==> config.mk <==
export PLATFORM = sky130hd
export DESIGN_NAME = mem_port_arbiter_flat
export DESIGN_NICKNAME = d
export VERILOG_FILES = /design/src/rtl/mem_port_arbiter_if.sv /design/src/rtl/mem_port_arbiter.sv /design/src/flat_wrapper.sv
export SDC_FILE = /design/constraint.sdc
export NUM_CORES = 1
export LEC_CHECK = 0
export CAP_MARGIN = 20
export CORE_MARGIN = 2
export CORE_UTILIZATION = 31
export DETAILED_ROUTE_END_ITERATION = 7
export MAX_ROUTING_LAYER = met4
export PLACE_DENSITY = 0.79
export RECOVER_POWER = 50
export SKIP_LAST_GASP = 1
export SLEW_MARGIN = 25
export SYNTH_ARGS = -nofsm -noshare
export SYNTH_HDL_FRONTEND = slang
export SYNTH_SLANG_ARGS = --single-unit
==> constraint.sdc <==
create_clock -name clk -period 2.6 [get_ports clk]
set_input_delay 0.65 -clock clk [delete_from_list [all_inputs] [get_ports clk]]
set_output_delay 0.65 -clock clk [all_outputs]
set_load 0.02 [all_outputs]
==> src/rtl/mem_port_arbiter_if.sv <==
//==============================================================================
// Module      : mem_port_arbiter_if
// Description : Bundle of the fetch requester, data requester and external
//               memory bus signals seen by mem_port_arbiter. The slave
//               modport is the arbiter's view; master is the environment's.
// Revision    : 1.0 - initial release
//==============================================================================
`default_nettype none

interface mem_port_arbiter_if #(
  parameter int AW = 32,
  parameter int DW = 32
);
  // fetch requester
  logic              i_req;
  logic [AW-1:0]     i_addr;
  logic              i_ready;
  logic [DW-1:0]     i_rdata;
  // data requester
  logic              d_req;
  logic [DW/8-1:0]   d_wen;
  logic [AW-1:0]     d_addr;
  logic [DW-1:0]     d_wdata;
  logic              d_ready;
  logic [DW-1:0]     d_rdata;
  // external memory bus
  logic              m_req;
  logic [DW/8-1:0]   m_wen;
  logic [AW-1:0]     m_addr;
  logic [DW-1:0]     m_wdata;
  logic              m_ack;
  logic [DW-1:0]     m_rdata;

  modport slave (
    input  i_req, i_addr, d_req, d_wen, d_addr, d_wdata, m_ack, m_rdata,
    output i_ready, i_rdata, d_ready, d_rdata, m_req, m_wen, m_addr, m_wdata
  );

  modport master (
    output i_req, i_addr, d_req, d_wen, d_addr, d_wdata, m_ack, m_rdata,
    input  i_ready, i_rdata, d_ready, d_rdata, m_req, m_wen, m_addr, m_wdata
  );
endinterface

`default_nettype wire

==> src/rtl/mem_port_arbiter.sv <==
//==============================================================================
// Module      : mem_port_arbiter
// Description : Shares one SRAM-like memory port between the instruction-fetch
//               and data requesters, one transaction at a time.
//               Macro MEM_ARB_RR_EN: defined -> round-robin on a tie,
//               undefined -> fixed priority (data wins a tie).
// Revision    : 1.0 - initial release
//==============================================================================
`default_nettype none

module mem_port_arbiter #(
  parameter int AW = 32,
  parameter int DW = 32
) (
  input  logic                 clk,
  input  logic                 rst,
  mem_port_arbiter_if.slave    bus
);

  typedef enum logic [1:0] {
    IDLE  = 2'd0,
    IBUSY = 2'd1,
    DBUSY = 2'd2
  } state_t;

  localparam logic GRANT_I = 1'b0;
  localparam logic GRANT_D = 1'b1;

  state_t state;
  state_t state_next;
  logic   last_grant;
  logic   grant_i;
  logic   grant_d;
  logic   tie_to_d;
  logic   done;

`ifdef MEM_ARB_RR_EN
  // Round-robin: a tie goes to whoever did not own the bus last.
  assign tie_to_d = (last_grant == GRANT_I);
`else
  // Fixed priority: data always wins; history is kept but not consulted.
  assign tie_to_d = 1'b1;
  logic unused_last_grant;
  assign unused_last_grant = last_grant;
`endif

  // A transaction finishes on the ack of the bus it owns.
  assign done = (state != IDLE) && bus.m_ack;

  // Next-state and grant decode; requests only matter while idle.
  always_comb begin
    state_next = state;
    grant_i    = 1'b0;
    grant_d    = 1'b0;
    case (state)
      IDLE: begin
        if (bus.i_req && bus.d_req) begin
          grant_d = tie_to_d;
          grant_i = !tie_to_d;
        end else begin
          grant_i = bus.i_req;
          grant_d = bus.d_req;
        end
        if (grant_i) begin
          state_next = IBUSY;
        end else if (grant_d) begin
          state_next = DBUSY;
        end
      end
      IBUSY, DBUSY: begin
        if (bus.m_ack) begin
          state_next = IDLE;
        end
      end
      default: state_next = IDLE;
    endcase
  end

  // State register.
  always_ff @(posedge clk or posedge rst) begin
    if (rst) begin
      state <= IDLE;
    end else begin
      state <= state_next;
    end
  end

  // Bus request registers: load the winner on grant, drop m_req on ack.
  always_ff @(posedge clk or posedge rst) begin
    if (rst) begin
      bus.m_req   <= 1'b0;
      bus.m_wen   <= {(DW/8){1'b0}};
      bus.m_addr  <= {AW{1'b0}};
      bus.m_wdata <= {DW{1'b0}};
    end else if (grant_i) begin
      bus.m_req   <= 1'b1;
      bus.m_wen   <= {(DW/8){1'b0}};
      bus.m_addr  <= bus.i_addr;
    end else if (grant_d) begin
      bus.m_req   <= 1'b1;
      bus.m_wen   <= bus.d_wen;
      bus.m_addr  <= bus.d_addr;
      bus.m_wdata <= bus.d_wdata;
    end else if (done) begin
      bus.m_req   <= 1'b0;
    end
  end

  // Record which requester owned the bus for the round-robin tie-break.
  always_ff @(posedge clk or posedge rst) begin
    if (rst) begin
      last_grant <= GRANT_I;
    end else if (done) begin
      last_grant <= (state == DBUSY) ? GRANT_D : GRANT_I;
    end
  end

  // Completion pulses are combinational on the ack; read data passes through.
  assign bus.i_ready = (state == IBUSY) && bus.m_ack;
  assign bus.d_ready = (state == DBUSY) && bus.m_ack;
  assign bus.i_rdata = bus.m_rdata;
  assign bus.d_rdata = bus.m_rdata;

endmodule

`default_nettype wire
==> src/flat_wrapper.sv <==
// flat-port wrapper written by rule: the top's interface ports become plain ports
module mem_port_arbiter_flat 
#(
  parameter int AW = 32,
  parameter int DW = 32
)
  (clk, rst, bus_i_req, bus_i_addr, bus_d_req, bus_d_wen, bus_d_addr, bus_d_wdata, bus_m_ack, bus_m_rdata, bus_i_ready, bus_i_rdata, bus_d_ready, bus_d_rdata, bus_m_req, bus_m_wen, bus_m_addr, bus_m_wdata);
  mem_port_arbiter_if #(.AW(AW), .DW(DW)) bus_i ();
  input  logic clk;
  input  logic rst;
  input wire logic [$bits(bus_i.i_req)-1:0] bus_i_req;
  input wire logic [$bits(bus_i.i_addr)-1:0] bus_i_addr;
  input wire logic [$bits(bus_i.d_req)-1:0] bus_d_req;
  input wire logic [$bits(bus_i.d_wen)-1:0] bus_d_wen;
  input wire logic [$bits(bus_i.d_addr)-1:0] bus_d_addr;
  input wire logic [$bits(bus_i.d_wdata)-1:0] bus_d_wdata;
  input wire logic [$bits(bus_i.m_ack)-1:0] bus_m_ack;
  input wire logic [$bits(bus_i.m_rdata)-1:0] bus_m_rdata;
  output wire logic [$bits(bus_i.i_ready)-1:0] bus_i_ready;
  output wire logic [$bits(bus_i.i_rdata)-1:0] bus_i_rdata;
  output wire logic [$bits(bus_i.d_ready)-1:0] bus_d_ready;
  output wire logic [$bits(bus_i.d_rdata)-1:0] bus_d_rdata;
  output wire logic [$bits(bus_i.m_req)-1:0] bus_m_req;
  output wire logic [$bits(bus_i.m_wen)-1:0] bus_m_wen;
  output wire logic [$bits(bus_i.m_addr)-1:0] bus_m_addr;
  output wire logic [$bits(bus_i.m_wdata)-1:0] bus_m_wdata;
  assign bus_i.i_req = bus_i_req;
  assign bus_i.i_addr = bus_i_addr;
  assign bus_i.d_req = bus_d_req;
  assign bus_i.d_wen = bus_d_wen;
  assign bus_i.d_addr = bus_d_addr;
  assign bus_i.d_wdata = bus_d_wdata;
  assign bus_i.m_ack = bus_m_ack;
  assign bus_i.m_rdata = bus_m_rdata;
  assign bus_i_ready = bus_i.i_ready;
  assign bus_i_rdata = bus_i.i_rdata;
  assign bus_d_ready = bus_i.d_ready;
  assign bus_d_rdata = bus_i.d_rdata;
  assign bus_m_req = bus_i.m_req;
  assign bus_m_wen = bus_i.m_wen;
  assign bus_m_addr = bus_i.m_addr;
  assign bus_m_wdata = bus_i.m_wdata;
  mem_port_arbiter #(.AW(AW), .DW(DW)) u_core (.clk(clk), .rst(rst), .bus(bus_i));
endmodule
==> results of run 1 <==
[worst register-to-register path, cell delays in order, from the launching register on]
cell,delay [ps]
dfrtp_1,390
inv_1,110
ha_1,240
clkbuf_2,620
nand2b_1,250
o32ai_1,290
nor2_1,60
[per-stage QoR]
stage,power [W],worst slack (ps)
2_1_floorplan,0.003626,153.4
6_report,0.006058,44.12
5_1_grt,0.006455,17.48
3_3_place_gp,0.004855,77.22
3_5_place_dp,0.004936,46.47
4_1_cts,0.006156,43.78
[cell usage after synthesis]
cell,n
nand2_1,97
dfrtp_1,71
buf_4,69
nor2_1,35
a21oi_1,21
o22ai_1,20
a21oi_2,10
o22ai_2,10
buf_2,6
clkbuf_1,5
inv_1,5
a22o_1,4
and2_1,3
buf_6,3
ha_1,3
o32ai_1,3
nand2b_1,2
o21ai_0,2
a21o_1,1
buf_1,1
buf_12,1
inv_2,1
nand2_2,1
nand2b_4,1
o21a_2,1
o31ai_1,1
[where the power goes]
part	internal (W)	switching, W	total, W
Sequential	0.00163	0.000284	0.00192
Combinational	0.00136	0.00160	0.00296
Clock	0.000759	0.000419	0.00118
Total	0.00375	0.00230	0.00606
[sequential cells by signal, summed over array words and instances (netlist names)]
name and flops:
u_core.bus.m_addr 32, u_core.bus.m_wdata 32, u_core.bus.m_wen 4, u_core.state 2, u_core.bus.m_req 1
[cell families (layout without fill, tap and decap cells)]
group | Yosys count | after routing | share of synthesized area, %
flip-flops | 71 | 71 | 50.11
AO/OA/AOI/OAI | 73 | 73 | 15.17
adder cells (fa/ha/maj) | 3 | 3 | 1.059
buffers and inverters | 91 | 201 | 18.24
AND/OR/NAND/NOR | 139 | 139 | 15.42
[cell type report]
cell class	count	area, sq um	share of cell area, %
timing repair buffer	181	1792	34.64
sequential	71	1777	34.35
multi-input combinational	215	1122	21.70
clock buffer	13	250.2	4.838
tap	143	178.9	3.459
clock inverter	1	30.03	0.5806
inverter	6	22.52	0.4354
[worst max path at each step]
stage                          from                    to  slack, ps
after global routing      bus_m_ack           bus_d_ready         20
after global placement    bus_m_ack           bus_d_ready         80
after CTS                 bus_m_ack           bus_i_ready         40
final                     bus_m_ack           bus_i_ready         40
after detailed placement  bus_m_ack           bus_i_ready         50
after floorplan                 rst  u_core.bus.m_addr[0]        150
[routing by layer]
metal,routed length [um],track usage [%],up-vias
met5,0,-,-
met4,323,8.250,0
met3,652,4.811,41
met2,4673,25.77,112
met1,3528,17.10,1355
li1,-,-,1386
==> impl_metrics.csv, run 1 <==
group,metric,value,unit
die,core,11270,sq um
final_layout,syn_to_final_growth,45.87,%
cts,cts_root_buf,"clkbuf_16",
synthesis,synth_top_area_share,50.11,%
sta,clock.fmax,0.3913,GHz
final_layout,stdcell_area,5172,sq um
power,p_per_area,1171,nW/um^2
synthesis,seq_area_frac_synth,50.11,%
routing,routed_via_density,4.594,
placed_design,placedCellCount,616,
final_layout,fin_util,45.89,%
synthesis,syn_inst,377,
cts,cts_buffers,9,
routing,vias,2894,
worst_hold_path,hp-class,"flip-flop to flip-flop",
final_layout,n_antenna_cell,0,
final_layout,fin_nets,624,
sta,tns,0,ps
power,peakVddDrop,548.2,uV
routing,drtAntennaViolNets,0,
die,die_area,12310,sq um
cts,ctsHoldBuffers,0,
placed_design,globalplace.congestion,0.7626,
critical_path,required,1950,ps
cts,clkTransAtPathRegs,50,ps
routing,drc,0,
synthesis,synth_cell_types,26,
synthesis,syn_area,3546,sq um
outcome,violations,"max-capacitance violations, max-slew violations",
sta,rsz0062_at_grt,"no",
global_route,grt_max_degree,72,
sta,hold_viol_final,0,
routing,wl_per_cell,14.57,um
die,dieWidth,111.0,um
sta,fin_skew,6.295,ps
critical_path,critPathSlowestCell,"clkdlybuf4s50_1",
critical_path,worstPathCellList,"clkdlybuf4s50_1 -> and2_1 -> clkdlybuf4s50_1",
critical_path,arrival,1910,ps
die,core.rowCount,39,
worst_hold_path,holdPathEnd,"u_core.bus.m_wdata[20]",
global_route,grt_pass1_vias,3076,
critical_path,critPathMaxFanout,4,
placed_design,post-dp-hpwl,6.864,mm
routing,drt_first_pass_iters,4,
die,die_h,111.0,um
final_layout,layout_commonest_cell,"clkdlybuf4s50_1",
critical_path,cp_top_family,"buffers and inverters",
placed_design,dpl-instance-area,4910,sq um
cts,h-tree-depth,3,
power,p_leak,2.228,nW
critical_path,path_buf_inv,2,
global_route,antenna_found_initial,0,
sta,layout_min_cycle_time,2556,ps
routing,routed_wl,9.178,mm
critical_path,regToRegEndpoint,"u_core.bus.m_addr[29]",
routing,dr.first_iter.drc_count,87,
critical_path,r2r_cells,6,
synthesis,synth_seq_cells,71,
cts,clk_latency,320,ps
cts,clock_path_buffers,2,
sta,setup_violations,0,
critical_path,path_depth,3,
synthesis,syn_nets,517,
sta,hold_slack,471.0,ps
cts,clock_sinks,71,
critical_path,max_stage_delay,600,ps
sta,tightest_slew,1546,ps
synthesis,avgSynthCellArea,9.406,sq um
global_route,grtUsageTotal,15.67,%
placed_design,port_buffers,175,
cts,cts_setup_buffers,0,
synthesis,yosysWarnings,0,
global_route,grt_pass1_wl,15.10,mm
synthesis,ys_top_cells_by_area,"dfrtp_1, buf_4, nand2_1, nor2_1, o22ai_1",
cts,postCtsResizedCells,0,
synthesis,yosys.area.top_type,"dfrtp_1",
outcome,outcome,"finished with violations",
critical_path,end_kind,"output pin",
sta,fin_crit_sh,98.30,%
critical_path,critPathKind,"primary input to output pin",
worst_hold_path,worstHoldStart,"u_core.bus.m_wdata[20]",
flow_run,max-cap-violations,1,
final_layout,stdcell_count,630,
global_route,grt_remaining_overflow,0,
critical_path,worstSetupStartpointType,"primary input",
sta,report.final.slew_viol_count,72,
sta,slew_headroom,-3.092,%
final_layout,final_cell_mix,"clkdlybuf4s50_1, nand2_1, dfrtp_1, nor2_1, a21oi_1",
die,initial_core_util,31.46,%
critical_path,r2r_start,"u_core.state[1]",
cts,cts_tree,"done",
die,ios,272,
critical_path,reg2reg_slack,510,ps
final_layout,fill_cells,1055,
final_layout,drive_gt1_share,8.419,%
critical_path,cp_common_cell,"clkdlybuf4s50_1",
worst_hold_path,holdPathStages,2,
(Power assumes the default switching activity.)
==> run 2: changes to the inputs <==
Settings changed: SKIP_CTS_REPAIR_TIMING set to 1, SLEW_MARGIN 25 to 10.
==> results of run 2 <==
No change in the layout: final DEF, timing and power equal those of run 1.
